--- src/rtl/pkg_uart.sv ---
// Shared UART definitions: TX FSM state encoding and line-level constants.
// Latency: none (types and constants only).
// Backpressure: n/a.
package pkg_uart;

  // TX_PARITY is only entered when the parity build option is enabled
  typedef enum logic [2:0] {
    TX_IDLE   = 3'd0,
    TX_START  = 3'd1,
    TX_DATA   = 3'd2,
    TX_PARITY = 3'd3,
    TX_STOP   = 3'd4
  } tx_state_t;

  localparam int   UART_DATA_BITS = 8;
  localparam logic UART_IDLE      = 1'b1;
  localparam logic UART_START     = 1'b0;

endpackage

--- src/rtl/fifo_sync.sv ---
// Synchronous FIFO with occupancy count; pointers wrap modulo DEPTH (power of two).
// Latency: a pushed entry is visible on dout/empty one cycle after the push edge.
// Backpressure: push ignored when full, pop ignored when empty.
module fifo_sync #(
  parameter int WIDTH = 8,
  parameter int DEPTH = 16
) (
  input  logic                     clk,
  input  logic                     rst,
  input  logic                     push,
  input  logic [WIDTH-1:0]         din,
  input  logic                     pop,
  output logic [WIDTH-1:0]         dout,
  output logic                     full,
  output logic                     empty,
  output logic [$clog2(DEPTH):0]   count
);

  localparam int AW = $clog2(DEPTH);

  logic [WIDTH-1:0] mem_q [DEPTH];
  logic [AW-1:0]    wr_ptr_q;
  logic [AW-1:0]    rd_ptr_q;
  logic [AW:0]      count_q;
  logic             do_push;
  logic             do_pop;

  assign full    = (count_q == (AW+1)'(DEPTH));
  assign empty   = (count_q == '0);
  assign count   = count_q;
  assign dout    = mem_q[rd_ptr_q];
  // full/empty are from the registered count, so a push while full is rejected
  // even when a pop happens on the same edge
  assign do_push = push && !full;
  assign do_pop  = pop && !empty;

  // Storage write; no reset needed, contents are qualified by count
  always_ff @(posedge clk) begin
    if (do_push) mem_q[wr_ptr_q] <= din;
  end

  // Pointer and occupancy bookkeeping
  always_ff @(posedge clk or posedge rst) begin
    if (rst) begin
      wr_ptr_q <= '0;
      rd_ptr_q <= '0;
      count_q  <= '0;
    end else begin
      if (do_push) wr_ptr_q <= wr_ptr_q + AW'(1);
      if (do_pop)  rd_ptr_q <= rd_ptr_q + AW'(1);
      case ({do_push, do_pop})
        2'b10:   count_q <= count_q + (AW+1)'(1);
        2'b01:   count_q <= count_q - (AW+1)'(1);
        default: count_q <= count_q;
      endcase
    end
  end

endmodule

--- src/rtl/putc_uart_tx.sv ---
// Buffered UART TX: FIFO absorbs putc bursts, FSM serialises 8N1 (8E1 with PUTC_UART_TX_PARITY_EN).
// Latency: putc at edge E0 -> start bit on tx after E1 when idle; frame is 10 (11) bit-times.
// Backpressure: full flags a saturated FIFO; pushes while full are dropped and set sticky overflow.
module putc_uart_tx
  import pkg_uart::*;
#(
  parameter int CLK_FREQ = 12_000_000,
  parameter int BAUD     = 115200,
  parameter int DEPTH    = 16
) (
  input  logic                      clk,
  input  logic                      rst,
  input  logic                      putc,
  input  logic [UART_DATA_BITS-1:0] putc_char,
  output logic                      full,
  output logic                      busy,
  output logic                      overflow,
  output logic                      tx
);

  localparam int CLKS_PER_BIT = CLK_FREQ / BAUD;
  localparam int BW           = (CLKS_PER_BIT > 2) ? $clog2(CLKS_PER_BIT) : 1;
  localparam int CW           = $clog2(DEPTH) + 1;

  tx_state_t                 state_q;
  logic [BW-1:0]             baud_q;
  logic [2:0]                bit_q;
  logic [UART_DATA_BITS-1:0] shift_q;
  logic                      tx_q;
  logic                      overflow_q;
`ifdef PUTC_UART_TX_PARITY_EN
  logic                      par_q;
`endif

  logic [UART_DATA_BITS-1:0] fifo_dout;
  logic                      fifo_full;
  logic                      fifo_empty;
  logic [CW-1:0]             fifo_count;
  logic                      last_clk;
  logic                      pop_d;

  assign last_clk = (baud_q == BW'(CLKS_PER_BIT - 1));
  // Pop from idle, or on the final stop-bit cycle to chain frames without a gap
  assign pop_d    = !fifo_empty &&
                    ((state_q == TX_IDLE) || ((state_q == TX_STOP) && last_clk));

  fifo_sync #(
    .WIDTH (UART_DATA_BITS),
    .DEPTH (DEPTH)
  ) u_fifo (
    .clk   (clk),
    .rst   (rst),
    .push  (putc),
    .din   (putc_char),
    .pop   (pop_d),
    .dout  (fifo_dout),
    .full  (fifo_full),
    .empty (fifo_empty),
    .count (fifo_count)
  );

  assign full     = fifo_full;
  assign busy     = (fifo_count != '0) || (state_q != TX_IDLE);
  assign overflow = overflow_q;
  assign tx       = tx_q;

  // Sticky overflow: any push attempt that the FIFO had to refuse
  always_ff @(posedge clk or posedge rst) begin
    if (rst) overflow_q <= 1'b0;
    else if (putc && fifo_full) overflow_q <= 1'b1;
  end

  // TX FSM, baud counter, shift register and registered line output
  always_ff @(posedge clk or posedge rst) begin
    if (rst) begin
      state_q <= TX_IDLE;
      baud_q  <= '0;
      bit_q   <= '0;
      shift_q <= '0;
      tx_q    <= UART_IDLE;
`ifdef PUTC_UART_TX_PARITY_EN
      par_q   <= 1'b0;
`endif
    end else begin
      case (state_q)
        TX_IDLE: begin
          baud_q <= '0;
          tx_q   <= UART_IDLE;
          if (pop_d) begin
            shift_q <= fifo_dout;
            bit_q   <= '0;
            state_q <= TX_START;
            tx_q    <= UART_START;
`ifdef PUTC_UART_TX_PARITY_EN
            par_q   <= ^fifo_dout;
`endif
          end
        end
        TX_START: begin
          if (last_clk) begin
            baud_q  <= '0;
            state_q <= TX_DATA;
            tx_q    <= shift_q[0];
          end else begin
            baud_q  <= baud_q + BW'(1);
          end
        end
        TX_DATA: begin
          if (last_clk) begin
            baud_q  <= '0;
            shift_q <= {1'b0, shift_q[UART_DATA_BITS-1:1]};
            if (bit_q == 3'(UART_DATA_BITS - 1)) begin
`ifdef PUTC_UART_TX_PARITY_EN
              state_q <= TX_PARITY;
              tx_q    <= par_q;
`else
              state_q <= TX_STOP;
              tx_q    <= UART_IDLE;
`endif
            end else begin
              bit_q <= bit_q + 3'd1;
              tx_q  <= shift_q[1];
            end
          end else begin
            baud_q  <= baud_q + BW'(1);
          end
        end
`ifdef PUTC_UART_TX_PARITY_EN
        TX_PARITY: begin
          if (last_clk) begin
            baud_q  <= '0;
            state_q <= TX_STOP;
            tx_q    <= UART_IDLE;
          end else begin
            baud_q  <= baud_q + BW'(1);
          end
        end
`endif
        TX_STOP: begin
          if (last_clk) begin
            baud_q <= '0;
            if (pop_d) begin
              shift_q <= fifo_dout;
              bit_q   <= '0;
              state_q <= TX_START;
              tx_q    <= UART_START;
`ifdef PUTC_UART_TX_PARITY_EN
              par_q   <= ^fifo_dout;
`endif
            end else begin
              state_q <= TX_IDLE;
              tx_q    <= UART_IDLE;
            end
          end else begin
            baud_q  <= baud_q + BW'(1);
          end
        end
        default: begin
          state_q <= TX_IDLE;
          baud_q  <= '0;
          tx_q    <= UART_IDLE;
        end
      endcase
    end
  end

endmodule

--- config.mk ---
export PLATFORM = sky130hd
export DESIGN_NAME = putc_uart_tx
export DESIGN_NICKNAME = d
export VERILOG_FILES = /design/src/rtl/pkg_uart.sv /design/src/rtl/fifo_sync.sv /design/src/rtl/putc_uart_tx.sv
export SDC_FILE = /design/constraint.sdc
export NUM_CORES = 1
export LEC_CHECK = 0
export BUFFER_PORTS_ARGS = -buffer_cell sky130_fd_sc_hd__buf_2
export CAP_MARGIN = 20
export CORE_ASPECT_RATIO = 0.9
export CORE_MARGIN = 2
export CORE_UTILIZATION = 55
export DETAILED_ROUTE_END_ITERATION = 8
export PLACE_DENSITY = 0.68
export SKIP_CTS_REPAIR_TIMING = 1
export SLEW_MARGIN = 20
export SYNTH_ARGS = -nofsm -noshare
export SYNTH_HDL_FRONTEND = slang
export SYNTH_SLANG_ARGS = --single-unit
--- constraint.sdc ---
create_clock -name clk -period 7.95 [get_ports clk]
set_clock_uncertainty 0.15 [all_clocks]
set_input_delay 0.795 -clock clk [delete_from_list [all_inputs] [get_ports clk]]
set_output_delay 0.795 -clock clk [all_outputs]
set_load 0.01 [all_outputs]
# Yosys cells after proc, flatten, opt, wreduce, memory -nomap -nowiden
# Memory sizes are Yosys's and may differ from the RTL's.
# Cells that the tools add are included.
totals:
  register_bits: 36
  mem_bits_rw: 128
  input_bits: 11
  out_inout_bits: 4
  elab_cells: 77
  n_memories: 1
classes:
  n_addsub: 6
  n_eq_ne: 14
  mux: 27
  n_reduce_logical: 20
mem_list:
  columns: ["name", "depth", "width", "read_ports", "rd_clocked_by_memory_dff", "wr", "line_no", "text"]
  rows:
  - ["u_fifo.mem_q", 16, 8, 1, 0, 1, "fifo_sync.sv:21", "logic [WIDTH-1:0] mem_q [DEPTH];"]
op_table:
  columns: ["op", "n"]
  rows:
  - ["$mux 3", 9]
  - ["$mux 8", 3]
  - ["$pmux 8 s3", 1]
  - ["$mux 7", 2]
  - ["$pmux 3 s4", 1]
  - ["$ne 2x2->1 const B", 5]
  - ["$pmux 5 s2", 1]
  - ["$pmux 3 s3", 1]
  - ["$add 4x1->4 const B", 2]
  - ["$mux 1", 8]
  - ["$add 7x1->7 const B", 1]
  - ["$eq 7x7->1 const B", 1]
  - ["$eq 3x3->1 const B", 2]
  - ["$reduce_and 3->1", 2]
  - ["$reduce_bool 3->1", 2]
  - ["$add 5x1->5 const B", 1]
  - ["$eq 5x5->1 const B", 1]
  - ["$logic_and 1x1->1", 5]
  - ["$logic_not 5->1", 1]
  - ["$reduce_and 5->1", 1]
  - ["$reduce_bool 5->1", 1]
  - ["$sub 5x1->5 const B", 1]
  - ["$pmux 1 s4", 1]
  - ["$reduce_and 4->1", 1]
  - ["other kinds (11)", 13]

# Longest topological paths before layout
logic_depth:
  word_depth: 7
  depth_mapped: 13
  depth_no_buf: 12

# Cells and area by module
# Synthesis repeated with hierarchy kept, for this count alone.
unflattened:
  hier_cells: 444
  hier_area_um2: 7029.2
by_module_without_submodules:
  columns: ["module", "n_inst", "cells_each", "area_each_um2", "seq_area_each_um2"]
  rows:
  - ["fifo_sync", 1, 333, 5796.8, 4169.0]
  - ["putc_uart_tx", 1, 111, 1232.4, 576.8]

# Least setup slack after synthesis
# OpenSTA, ideal clock, no wires.
synth_path:
  kind: "flip-flop to flip-flop"
  from: "register u_fifo.count_q[0], in the netlist u_fifo.count[0]"
  to: "register u_fifo.count_q[4], in the netlist u_fifo.count[4]"
  setup_time_ns: 0.079
  arrival_time_ns: 2.637
  required_ns: 7.721
  path_slack_ns: 5.084
  stages_incl_launch_ff: 11
  path_buffers: 0
  period_less_slack_ns: 2.866
  cell_sequence: "dfrtp_1 > or4_4 > o2111ai_4 > a21oi_2 > ha_1 > ha_1 > nor2b_1 > o21ai_0 > a21oi_1 > nor3_1 > xor2_1"
synth_via:
  elab_chain_len: 6
  elab_cells_between_ends: 13
  classes_between: "add/sub (2); eq/ne (3); mux (1); reduce/logical (7)"
synth_lines:
  columns: ["element", "line_no", "text"]
  rows:
  - ["start, declared", "fifo_sync.sv:24", "logic [AW:0] count_q;"]
  - ["start signal, assigned", "fifo_sync.sv:52", "2'b10: count_q <= count_q + (AW+1)'(1);"]
  - ["start signal, assigned", "fifo_sync.sv:53", "2'b01: count_q <= count_q - (AW+1)'(1);"]
  - ["start signal, assigned", "fifo_sync.sv:54", "default: count_q <= count_q;"]
  - ["$logic_not 5->1 *", "fifo_sync.sv:29", "assign empty = (count_q == '0);"]
  - ["$logic_not 1->1 *", "fifo_sync.sv:35, putc_uart_tx.sv:44", null]
  - ["$logic_and 1x1->1", "putc_uart_tx.sv:44", "assign pop_d = !fifo_empty &&"]
  - ["$logic_and 1x1->1 *", "fifo_sync.sv:35", "assign do_pop = pop && !empty;"]
  - ["via u_fifo.do_pop", "fifo_sync.sv:26", "logic do_pop;"]
  - ["$eq 2x1->1 / $eq 2x2->1 (equally long branches)", "fifo_sync.sv:51", "case ({do_push, do_pop})"]
  - ["$pmux 5 s2 / $reduce_bool 2->1 (equally long branches)", null, null]
# Mark *: on every way through the listed nets, which the timed path passes. The rest lies on a longest branch.
# A chain may end at the register's enable or synchronous reset.

# Worst setup path after layout
layout_path:
  from: "register state_q[1]"
  to: "register u_fifo.count_q[4], in the netlist u_fifo.count[4]"
layout_via:
  elab_chain_len: 7
  elab_cells_between_ends: 10
  classes_between: "eq/ne (3); mux (1); reduce/logical (6)"
layout_lines:
  columns: ["element", "line_no", "text"]
  rows:
  - ["start, declared", "putc_uart_tx.sv:25", "tx_state_t state_q;"]
  - ["start signal, assigned", "putc_uart_tx.sv:76", "state_q <= TX_IDLE;"]
  - ["start signal, assigned", "putc_uart_tx.sv:92", "state_q <= TX_START;"]
  - ["start signal, assigned", "putc_uart_tx.sv:102", "state_q <= TX_DATA;"]
  - ["$eq 3x3->1", "putc_uart_tx.sv:45", "((state_q == TX_IDLE) || ((state_q == TX_STOP) && last_clk));"]
  - ["$logic_and 1x1->1", "putc_uart_tx.sv:45", null]
  - ["$logic_or 1x1->1 *", "putc_uart_tx.sv:45", null]
  - ["$logic_and 1x1->1 *", "putc_uart_tx.sv:44", null]
  - ["$logic_and 1x1->1 *", "fifo_sync.sv:35", null]
  - ["via u_fifo.do_pop", "fifo_sync.sv:26", null]
  - ["$eq 2x1->1 / $eq 2x2->1 (equally long branches)", "fifo_sync.sv:51", null]
  - ["$pmux 5 s2 / $reduce_bool 2->1 (equally long branches)", null, null]
# Marks and branches as above.

==> results.cfg <==
[sta]
relSlewSlack_pct = 31.9
finalHoldViolCount = 0
worstMarginPinSlew_ns = 1.02
setup_ws_ns = 4.58
setup_viol = 0
period_share_pct = 42.3
drv_slew = 0
fmaxAchievable_mhz = 297
setup_tns_ns = 0
rsz0062_at_grt = no
min_period_ns = 3.37

[route]
first_pass_iters = 4
drt_iter0_markers = 356
vias = 3446
route.detailed.drc = 0
avgRoutedWirePerCell_microns = 21.0
viasPerCell = 5.77
wirelength_mm = 12.5
antenna_left = 0

[setup_path]
worstRegToRegCells = 10
worst_path_max_delay_cell = nor2_1
cp.required_ns = 8.15
r2r-end = u_fifo.count[4]$_DFFE_PP0P_
setup.worst_path.end = u_fifo.count[4]$_DFFE_PP0P_
arrival_ns = 3.57
cpPeakStageDelay_ns = 0.79
cp.depth = 10
path_cells = nand2b_1 > nor2_1 > a21oi_2 > ha_1 > ha_1 > nor2b_1 > o21ai_0 > a21oi_1 > nor3_1 > xor2_1
start_kind = flop
crit_top_cell = ha_1
path_buf_inv = 0
rrSetupSlack_ns = 4.58
timing.rr.start = state_q[1]$_DFFE_PP0P_
crit_fanout = 16
worstSetupEndpointType = flop
critPathTopFamily = simple AND/OR/NAND/NOR gates
critical_path.startpoint = state_q[1]$_DFFE_PP0P_
crit_type = reg2reg

[placement]
dp_worst_setup_slack_ns = 4.60
io_buffers = 14
dp_hpwl_mm = 7.95
dpl_cell_area_sq_um = 7000
gp_congestion = 0.760

[floorplan]
num_rows = 38
fp.dieH_microns = 109
start_util_pct = 56.2
num_io_pins = 15
die_w_microns = 121
coreArea_sq_um = 12000
die_area_sq_um = 13200

[clock_network]
clockBufferDepth = 2
clock_latency_ns = 0.43
cts_buffers = 17
clock_sinks = 164
cts_tree = done
clk_pin_slew_worst_paths_ns = 0.06
htreeDepth = 4
cts_root_buffer = clkbuf_16

[layout]
utilization_pct = 63.2
multiInputGateArea_sq_um = 1890
nets = 448
nFillCells = 842
area_growth_pct = 12.5
final_layout_size_suffix_gt1_share_pct = 21.5
n_antenna_cell = 0
seqCellArea_sq_um = 4750
stdcell_area_sq_um = 7610

[synth]
post-synth-top-count-cell = edfxtp_1
synth_area_leaders = edfxtp_1 57%, dfrtp_1 13%, mux4_2 11%, ha_1 2.2%, a21oi_1 1.8%
syn-cell-area_sq_um = 6760
synth_largest_area_cell = edfxtp_1
synth.top_cell.area_share_pct = 56.8
synth_common_cells = 128 x edfxtp_1, 35 x dfrtp_1, 32 x mux4_2
async_flop_share_pct = 22.0
synthFlopType = edfxtp_1
synth_nets = 428
ys_types = 45
synthCells = 404
avgSynthCellArea_sq_um = 16.7
synth_seq_cells = 164
yosysSeqAreaShare_pct = 70.2
synth_edf_count = 128
ys_warn_count = 0

[power_and_ir_drop]
swShare_pct = 24.2
power_leakage_nw = 2.66
p_sw_mw = 0.507
internal_power_mw = 1.59
finalPower_mw = 2.10
power.density_nw_per_um2 = 276
peakVddDrop_v = 0.000210
p_seq_share_pct = 51.0
clockPowerShare_pct = 39.6
pwr-share-comb_pct = 9.5

[grt]
antenna_found_initial = 0
gr-usage-all-layers_pct = 21.1
grt_max_degree = 37
grt-ovfl-total = 0
grt_pass1_vias = 3486
grt_pass1_wl_mm = 19.7

[min_path]
worstHoldPathType = reg2reg

[job]
maxCapViolations = 0

[outcome]
outcome = finished, final reports clean
-- how the worst min path moves through the flow --
stage,startpoint,to,cells after the start,slack (ns)
finish,overflow$_DFFE_PP0P_,overflow$_DFFE_PP0P_,1,0.30
CTS,rst,overflow$_DFFE_PP0P_,3,0.31
detailed placement,overflow$_DFFE_PP0P_,overflow$_DFFE_PP0P_,1,0.30
global route,overflow$_DFFE_PP0P_,overflow$_DFFE_PP0P_,1,0.33
floorplan,baud_q[0]$_DFF_PP0_,baud_q[0]$_DFF_PP0_,1,0.28
global placement,overflow$_DFFE_PP0P_,overflow$_DFFE_PP0P_,1,0.28
-- kinds of logic (layout without fill, tap and decap cells) --
| group | Yosys count | in the layout | synth area share [%] |
|---|---|---|---|
| buffers and inverters | 31 | 64 | 1.85 |
| AND/OR/NAND/NOR | 82 | 82 | 5.81 |
| XOR/XNOR | 15 | 15 | 1.94 |
| multiplexers | 35 | 35 | 11.1 |
| AO/OA/AOI/OAI | 64 | 64 | 6.59 |
| flip-flops | 164 | 164 | 70.2 |
| adder cells (fa/ha/maj) | 13 | 13 | 2.52 |
-- stage by stage --
| step | hold WS (ns) | std cells |
|---|---|---|
| 2_1_floorplan | 0.275 | 404 |
| 3_3_place_gp | 0.282 | 565 |
| 3_5_place_dp | 0.297 | 565 |
| 4_1_cts | 0.312 | 597 |
| 5_1_grt | 0.333 | 597 |
| 6_report | 0.305 | 597 |
-- final cells by class --
| type | instances | area share (%) |
|---|---|---|
| sequential | 164 | 62.4 |
| multi-input combinational | 209 | 24.9 |
| clock buffer | 18 | 5.64 |
| tap | 160 | 2.63 |
| clock inverter | 14 | 2.29 |
| timing repair buffer | 21 | 1.61 |
| inverter | 11 | 0.543 |
-- registers in the layout (all words and copies together) (netlist names) --
| signal | flops |
|---|---|
| u_fifo.count | 5 |
| baud_q | 7 |
| overflow | 1 |
| u_fifo.mem_q | 128 |
| u_fifo.rd_ptr_q | 4 |
| u_fifo.wr_ptr_q | 4 |
| state_q | 3 |
| shift_q | 8 |
| bit_q | 3 |
| tx | 1 |
-- routing by layer --
layer	part of all wire (%)	global-route usage [%]
met5	0	0
met1	44	29.8
met2	49	31.6
met3	5.5	6.28
met4	1.5	7.23
-- power groups by stage --
stage	logic, mW	clock network, mW	registers, mW
global route	0.223	0.879	1.08
floorplan	0.148	0	1.06
global placement	0.196	0	1.08
CTS	0.202	0.843	1.07
finish	0.199	0.829	1.07
detailed placement	0.201	0	1.09
-- cell usage in the layout (no fill, tap or decap), drive strengths merged, types with 2 or more instances in the layout --
master,instances
a21o,3
a21oi,26
a22o,2
a22oi,16
and2,3
and3,3
buf,21
bufinv,3
clkbuf,18
clkinv,4
clkinvlp,2
dfrtp,35
edfxtp,128
ha,12
inv,16
mux2,2
mux4,32
nand2,18
nand2b,4
nand3,4
nand4,2
nor2,30
nor2b,5
nor3,7
nor3b,2
o21ai,10
xnor2,8
xor2,7
-- worst reg2reg max path, cell delays in order (launching register included) --
cell and delay [ns]:
dfrtp_1 0.54, nand2b_1 0.15, nor2_1 0.79, a21oi_2 0.20, ha_1 0.33, ha_1 0.33
nor2b_1 0.14, o21ai_0 0.19, a21oi_1 0.10, nor3_1 0.21, xor2_1 0.15
Note: power is estimated with default switching activity, not from simulation.
